### config.mk
export PLATFORM = sky130hd
export DESIGN_NAME = rns_mrc_converter
export DESIGN_NICKNAME = d
export VERILOG_FILES = /design/src/rtl/rns_pkg.sv /design/src/rtl/rns_chan_step.sv /design/src/rtl/rns_mrc_converter.sv
export SDC_FILE = /design/constraint.sdc
export NUM_CORES = 2
export LEC_CHECK = 0
export BUFFER_PORTS_ARGS = -buffer_cell sky130_fd_sc_hd__buf_2
export CAP_MARGIN = 20
export CELL_PAD_IN_SITES_DETAIL_PLACEMENT = 2
export CELL_PAD_IN_SITES_GLOBAL_PLACEMENT = 2
export CORE_ASPECT_RATIO = 0.5
export CORE_MARGIN = 2
export CORE_UTILIZATION = 37
export CTS_CLUSTER_SIZE = 40
export DETAILED_ROUTE_END_ITERATION = 8
export PLACE_DENSITY_LB_ADDON = 0.08
export RECOVER_POWER = 25
export SLEW_MARGIN = 0
export SYNTH_ARGS = -nofsm -noshare
export SYNTH_HDL_FRONTEND = slang
export SYNTH_SLANG_ARGS = --single-unit
export TNS_END_PERCENT = 100
### constraint.sdc
create_clock -name clk -period 15.05 [get_ports clk]
set_input_delay 0.7525 -clock clk [delete_from_list [all_inputs] [get_ports clk]]
set_output_delay 0.7525 -clock clk [all_outputs]
set_load 0.005 [all_outputs]
### src/rtl/rns_pkg.sv
// Shared constants for the RNS mixed-radix converter: moduli, the inverse
// table m_k^-1 mod m_j, the product helper and the FSM state type.
package rns_pkg;

  localparam int unsigned MAX_CH  = 8;
  localparam int unsigned MAX_K_W = $clog2(MAX_CH);
  localparam int unsigned TAB_W   = 16;

  typedef logic [MAX_CH-1:0][TAB_W-1:0]             mod_tab_t;
  typedef logic [MAX_CH-1:0][MAX_CH-1:0][TAB_W-1:0] inv_tab_t;

  typedef enum logic [1:0] {IDLE, DIGIT, ACCUM, DONE} mrc_state_e;

  // Pairwise-coprime moduli sized for 8-bit channels; index 0 is rightmost.
  localparam mod_tab_t MODULI = {16'd233, 16'd239, 16'd241, 16'd247,
                                 16'd251, 16'd253, 16'd255, 16'd256};

  // Extended Euclid; returns a^-1 mod m, or 0 when no inverse exists.
  function automatic int unsigned inv_mod(input int unsigned a, input int unsigned m);
    int t, nt, r, nr, q, tmp;
    if (m <= 1) return 0;
    t  = 0;
    nt = 1;
    r  = int'(m);
    nr = int'(a % m);
    while (nr != 0) begin
      q   = r / nr;
      tmp = t - q * nt;
      t   = nt;
      nt  = tmp;
      tmp = r - q * nr;
      r   = nr;
      nr  = tmp;
    end
    if (r != 1) return 0;
    if (t < 0) t = t + int'(m);
    return t;
  endfunction

  function automatic inv_tab_t build_inv();
    inv_tab_t tab;
    tab = '0;
    for (int k = 0; k < int'(MAX_CH); k++) begin
      for (int j = 0; j < int'(MAX_CH); j++) begin
        if (k != j) tab[k][j] = TAB_W'(inv_mod(32'(MODULI[k]), 32'(MODULI[j])));
      end
    end
    return tab;
  endfunction

  localparam inv_tab_t INV = build_inv();

  // Dynamic range M of the first n channels.
  function automatic logic [63:0] prod_moduli(input int unsigned n);
    logic [63:0] p;
    p = 64'd1;
    for (int i = 0; i < int'(MAX_CH); i++) begin
      if (i < int'(n)) p = p * 64'(MODULI[i]);
    end
    return p;
  endfunction

endpackage

### src/rtl/rns_chan_step.sv
// One mixed-radix step for a single channel: ((r - a) mod m) * inv mod m.
module rns_chan_step
  import rns_pkg::*;
#(
  parameter int unsigned CW = 8
) (
  input  logic [CW-1:0] r_i,
  input  logic [CW-1:0] a_i,
  input  logic [CW:0]   m_i,
  input  logic [CW-1:0] inv_i,
  output logic [CW-1:0] r_new_c_o
);

  logic [CW:0]     a_red_c;
  logic [CW:0]     diff_c;
  logic [2*CW-1:0] prod_c;
  logic [2*CW-1:0] rem_c;

  // m and inv are tied to table constants, so the reductions fold to constant-modulus logic.
  always_comb begin
    a_red_c = (CW+1)'(a_i) % m_i;
    if ((CW+1)'(r_i) >= a_red_c) diff_c = (CW+1)'(r_i) - a_red_c;
    else                         diff_c = (CW+1)'(r_i) + m_i - a_red_c;
    prod_c    = (2*CW)'(diff_c) * (2*CW)'(inv_i);
    rem_c     = prod_c % (2*CW)'(m_i);
    r_new_c_o = CW'(rem_c);
  end

endmodule

### src/rtl/rns_mrc_converter.sv
// Iterative RNS-to-binary converter (mixed-radix digits, then Horner).
// Define RNS_SIGNED_OUT_EN to map results into the centred range [-M/2, M/2).
module rns_mrc_converter
  import rns_pkg::*;
#(
  parameter int unsigned N_CH  = 4,
  parameter int unsigned CW    = 8,
  parameter int unsigned OUT_W = 32
) (
  input  logic                 clk,
  input  logic                 rst_n,
  input  logic                 in_valid,
  output logic                 in_ready,
  input  logic [N_CH*CW-1:0]   in_rns,
  output logic                 out_valid,
  input  logic                 out_ready,
  output logic [OUT_W-1:0]     out_int,
  output logic                 out_err
);

  localparam int unsigned K_W = (N_CH > 1) ? $clog2(N_CH) : 1;
  localparam logic [K_W-1:0] K_LAST_DIG = K_W'(N_CH - 2);
  localparam logic [K_W-1:0] K_TOP      = K_W'(N_CH - 1);

`ifdef RNS_SIGNED_OUT_EN
  localparam logic [63:0]      M_FULL  = prod_moduli(N_CH);
  localparam logic [63:0]      M_HALF  = (M_FULL + 64'd1) >> 1;
  localparam logic [OUT_W-1:0] NEG_OFS = OUT_W'(64'd0 - M_FULL);
`endif

  mrc_state_e                 state_q, state_d;
  logic [K_W-1:0]             k_q, k_d;
  logic [N_CH-1:0][CW-1:0]    r_q, r_d;
  logic [OUT_W-1:0]           acc_q, acc_d;
  logic                       err_q, err_d;
  logic                       in_ready_q, in_ready_d;
  logic                       out_valid_q, out_valid_d;
  logic [OUT_W-1:0]           out_int_q, out_int_d;
  logic                       out_err_q, out_err_d;

  logic [MAX_K_W-1:0]         k_tab_c;
  logic [CW-1:0]              a_c;
  logic [N_CH-1:0][CW-1:0]    inv_c;
  logic [N_CH-1:0][CW-1:0]    step_c;
  logic [OUT_W-1:0]           horner_c;
  logic [OUT_W-1:0]           res_c;

  assign k_tab_c = MAX_K_W'(k_q);
  assign a_c     = r_q[k_q];

  // Once channel k has been stepped past, r_q[k] holds mixed-radix digit a[k].
  for (genvar j = 0; j < N_CH; j++) begin : g_chan
    assign inv_c[j] = CW'(INV[k_tab_c][j]);
    rns_chan_step #(.CW(CW)) u_step (
      .r_i       (r_q[j]),
      .a_i       (a_c),
      .m_i       ((CW+1)'(MODULI[j])),
      .inv_i     (inv_c[j]),
      .r_new_c_o (step_c[j])
    );
  end

  // Horner step; the first ACCUM cycle just loads the top digit.
  always_comb begin
    horner_c = OUT_W'(r_q[k_q]);
    if (k_q != K_TOP) horner_c = acc_q * OUT_W'(MODULI[k_tab_c]) + OUT_W'(r_q[k_q]);
    res_c = horner_c;
`ifdef RNS_SIGNED_OUT_EN
    if (64'(horner_c) >= M_HALF) res_c = horner_c + NEG_OFS;
`endif
  end

  always_comb begin
    state_d   = state_q;
    k_d       = k_q;
    r_d       = r_q;
    acc_d     = acc_q;
    err_d     = err_q;
    out_int_d = out_int_q;
    out_err_d = out_err_q;
    case (state_q)
      IDLE: begin
        if (in_valid && in_ready_q) begin
          r_d   = in_rns;
          err_d = 1'b0;
          for (int i = 0; i < int'(N_CH); i++) begin
            if ((CW+1)'(in_rns[CW*i +: CW]) >= (CW+1)'(MODULI[i])) err_d = 1'b1;
          end
          k_d     = (N_CH == 1) ? K_TOP : '0;
          state_d = (N_CH == 1) ? ACCUM : DIGIT;
        end
      end
      DIGIT: begin
        for (int j = 0; j < int'(N_CH); j++) begin
          if (K_W'(j) > k_q) r_d[j] = step_c[j];
        end
        if (k_q == K_LAST_DIG) begin
          k_d     = K_TOP;
          state_d = ACCUM;
        end else begin
          k_d = k_q + K_W'(1);
        end
      end
      ACCUM: begin
        acc_d = horner_c;
        if (k_q == '0) begin
          state_d   = DONE;
          out_err_d = err_q;
          out_int_d = err_q ? '0 : res_c;
        end else begin
          k_d = k_q - K_W'(1);
        end
      end
      DONE: begin
        if (out_ready) state_d = IDLE;
      end
      default: state_d = IDLE;
    endcase
    in_ready_d  = (state_d == IDLE);
    out_valid_d = (state_d == DONE);
  end

  always_ff @(posedge clk or negedge rst_n) begin
    if (!rst_n) begin
      state_q     <= IDLE;
      k_q         <= '0;
      r_q         <= '0;
      acc_q       <= '0;
      err_q       <= 1'b0;
      in_ready_q  <= 1'b0;
      out_valid_q <= 1'b0;
      out_int_q   <= '0;
      out_err_q   <= 1'b0;
    end else begin
      state_q     <= state_d;
      k_q         <= k_d;
      r_q         <= r_d;
      acc_q       <= acc_d;
      err_q       <= err_d;
      in_ready_q  <= in_ready_d;
      out_valid_q <= out_valid_d;
      out_int_q   <= out_int_d;
      out_err_q   <= out_err_d;
    end
  end

  assign in_ready  = in_ready_q;
  assign out_valid = out_valid_q;
  assign out_int   = out_int_q;
  assign out_err   = out_err_q;

endmodule

==> results.cfg <==
[setup_path]
critPathCaptureType = flop
crit_fanout = 7
crit_type = reg -> reg
worstPathArrival_ps = 15370
cpPeakStageDelay_ps = 570
cp.required_ps = 15350
startpoint_type = flop
crit_top_cell = buf_4
crit_path_top_delay_cell = fa_1

[yosys]
synth_flop_cell = dfrtp_1
ys_types = 138
ys_warn_count = 0
synth_top_family_by_area = adder cells
synth_xor_area_share_pct = 6.28
syn-num-nets = 4511
synth_area_um2 = 31200
synth_compound_area_share_pct = 20.5
syn_inst = 3796
ys_ff_latch = 104
synth_adder_area_share_pct = 35.2
synthSimpleGateAreaFrac_pct = 18.2
ys_async_sr_fraction_pct = 100
synth.avg_cell_area_um2 = 8.22
synth_edf_count = 0
yosysSeqAreaShare_pct = 8.34
synth_mux_area_share_pct = 2.84

[route]
totalWireLength_mm = 119
drtIter0Drc = 1120
ant_nets = 0
wire_per_inst_um = 22.6
via_per_inst = 5.59
firstDrtPassIters = 5
remaining_drc_errors = 0
vias = 29396

[sta]
clock.fmax_ghz = 0.0664
holdWs_ps = 481
slew_viol_final = 47
period_share_pct = 100
fin_crit_ps = 15070
worstMarginPinSlew_ps = 2780
finalSetupViolCount = 1
max-slew-margin-rel_pct = -85.6
rsz0062_at_grt = true
finalClockSkew_ps = 23.0
layout_setup_ws_ps = -16.3
hold_viol_final = 0

[clock_network]
clk_latency_ps = 420
cts_tree = built
cts.path.max_buffers = 2
cts.sinks = 104
clk_pin_slew_worst_paths_ps = 100
numCtsBuffers = 9
root_buffer = clkbuf_16
h-tree-depth = 3

[floorplan]
fp-row-count = 75
core_area_um2 = 83700
die-area_um2 = 86900
start_util_pct = 37.3
fp.dieH_um = 209
dieWidth_um = 415
io_pins = 71

[global_route]
grt-ovfl-total = 0
grt_pass1_vias = 32469
grtUsageTotal_pct = 25.8
grt_pass1_wl_mm = 181
grt_antenna_before_repair = 1
grt_max_degree = 60

[status]
status = complete, but fails checks
violations = max-capacitance violations, max-slew violations, negative setup slack

[worst_hold_path]
hold_path_class = reg -> reg

[layout]
fill_cells = 9348
layout_commonest_cell = inv_1
finalNetCount = 4857
antenna_cells = 0
area_growth_pct = 20.9
final_cell_mix = inv_1, buf_4, ha_1
drive_above_1_share_pct = 22.1

[run]
drv_cap = 1

[place]
numPortBuffers = 70
place.gp.congestion = 0.877
dpl.hpwl_mm = 93.3
synth_stat cells, types with 16 or more instances:
library cell  count  area [um^2]
a21o_1           51          383
and2_1           98          613
or2_2            34          213
inv_1           588         2210
o211ai_1         45          338
o21ai_1          19         95.1
and3_1           32          200
nand4_1          35          219
mux2_2           21          236
nor2b_1          37          231
a21oi_1         188          941
ha_1            355         4440
xnor2_1         154         1350
fa_1            324         6490
o21a_1           29          218
nand3_1          79          395
nor3_1           64          320
o31ai_1          18          135
nor2_1          243          912
nor4_1           17          106
clkbuf_1         73          274
or3_1            29          181
o21bai_1         33          248
o31a_1           16          140
a22o_1           20          175
xor2_1           54          473
o21ai_0         185          926
a211oi_1         25          188
a31oi_1          35          219
mux2i_1          43          430
dfrtp_1         104         2600
nand2_1         320         1200
nand2b_1         47          294
state kept, by name, summed over array words and instances (netlist names):
name	count
in_ready	1
k_q	2
acc_q	32
out_err	1
state_q	2
err_q	1
r_q	32
out_valid	1
out_int	32
stage by stage:
stage	util, %	area (um^2)	setup WS, ps	instances	TNS, ps
after floorplan	-	31300	-4.25	3796	-4.25
after global placement	40.8	34200	-893	5093	-7240
after detailed placement	40.8	34200	-1250	5093	-18430
after CTS	42.1	35300	-56.6	5147	-56.6
after global routing	45.1	37700	-621	5263	-8060
final	45.1	37700	-16.3	5263	-16.3
routing by layer:
metal  global-route usage, %  vias to the layer above  share of wire (%)
li1                        -                    13700                  -
met1                    34.2                    15326                 46
met2                    46.9                      269                 51
met3                    1.30                      101                1.3
met4                    4.62                        0                1.6
met5                       0                        -                  0
worst max-delay path: cells and delay by family, from the launching register on:
family,cells,cell delay (ps)
compound gates,23,4590
simple gates,17,3290
xor+xnor,4,780
mux,3,910
buf+inv,13,1920
fa+ha+maj,8,3000
flops,1,460
timing repair:
| item | in CTS | in global routing |
|---|---|---|
| cloned | 0 | 2 |
| pin swaps | 30 | 136 |
| hold buffers | 0 | 0 |
| buffers inserted | 38 | 114 |
| gates resized for setup | 117 | 335 |
| endpoints found under the setup margin | 24 | 24 |
final cells by class:
| class | instances | area, um^2 | share of cell area [%] |
|---|---|---|---|
| multi-input cells | 2996 | 28000 | 74.3 |
| inverters | 592 | 2220 | 5.90 |
| flip-flops and latches | 104 | 2610 | 6.91 |
| well taps | 1116 | 1400 | 3.70 |
| clock inverters | 7 | 85.1 | 0.225 |
| clock buffers | 9 | 225 | 0.597 |
| repair buffers | 439 | 3160 | 8.39 |
logic make-up (layout without fill, tap and decap cells):
group / Yosys count / count (layout)
buffers and inverters: 697 / 1047
adder cells (fa/ha/maj): 685 / 685
multiplexers: 74 / 75
AND/OR/NAND/NOR: 1121 / 1121
AO/OA/AOI/OAI: 900 / 900
XOR/XNOR: 215 / 215
flip-flops: 104 / 104
final timing paths:
path | from | endpoint | cells past startpoint | slack, ps
max | k_q[0] | r_q[15] | 68 | -20
min | out_int[15] | out_int[15] | 2 | 480
max reg2reg | k_q[0] | r_q[15] | 68 | -20
min reg2reg | out_int[15] | out_int[15] | 2 | 480
max in group asynchronous | rst_n | r_q[24] | 2 | 11730
min in group asynchronous | rst_n | acc_q[10] | 1 | 1210
Power is left out: the tool's default activity adds up to more than one toggle a clock period on the data nets, which glitch-free logic cannot reach.
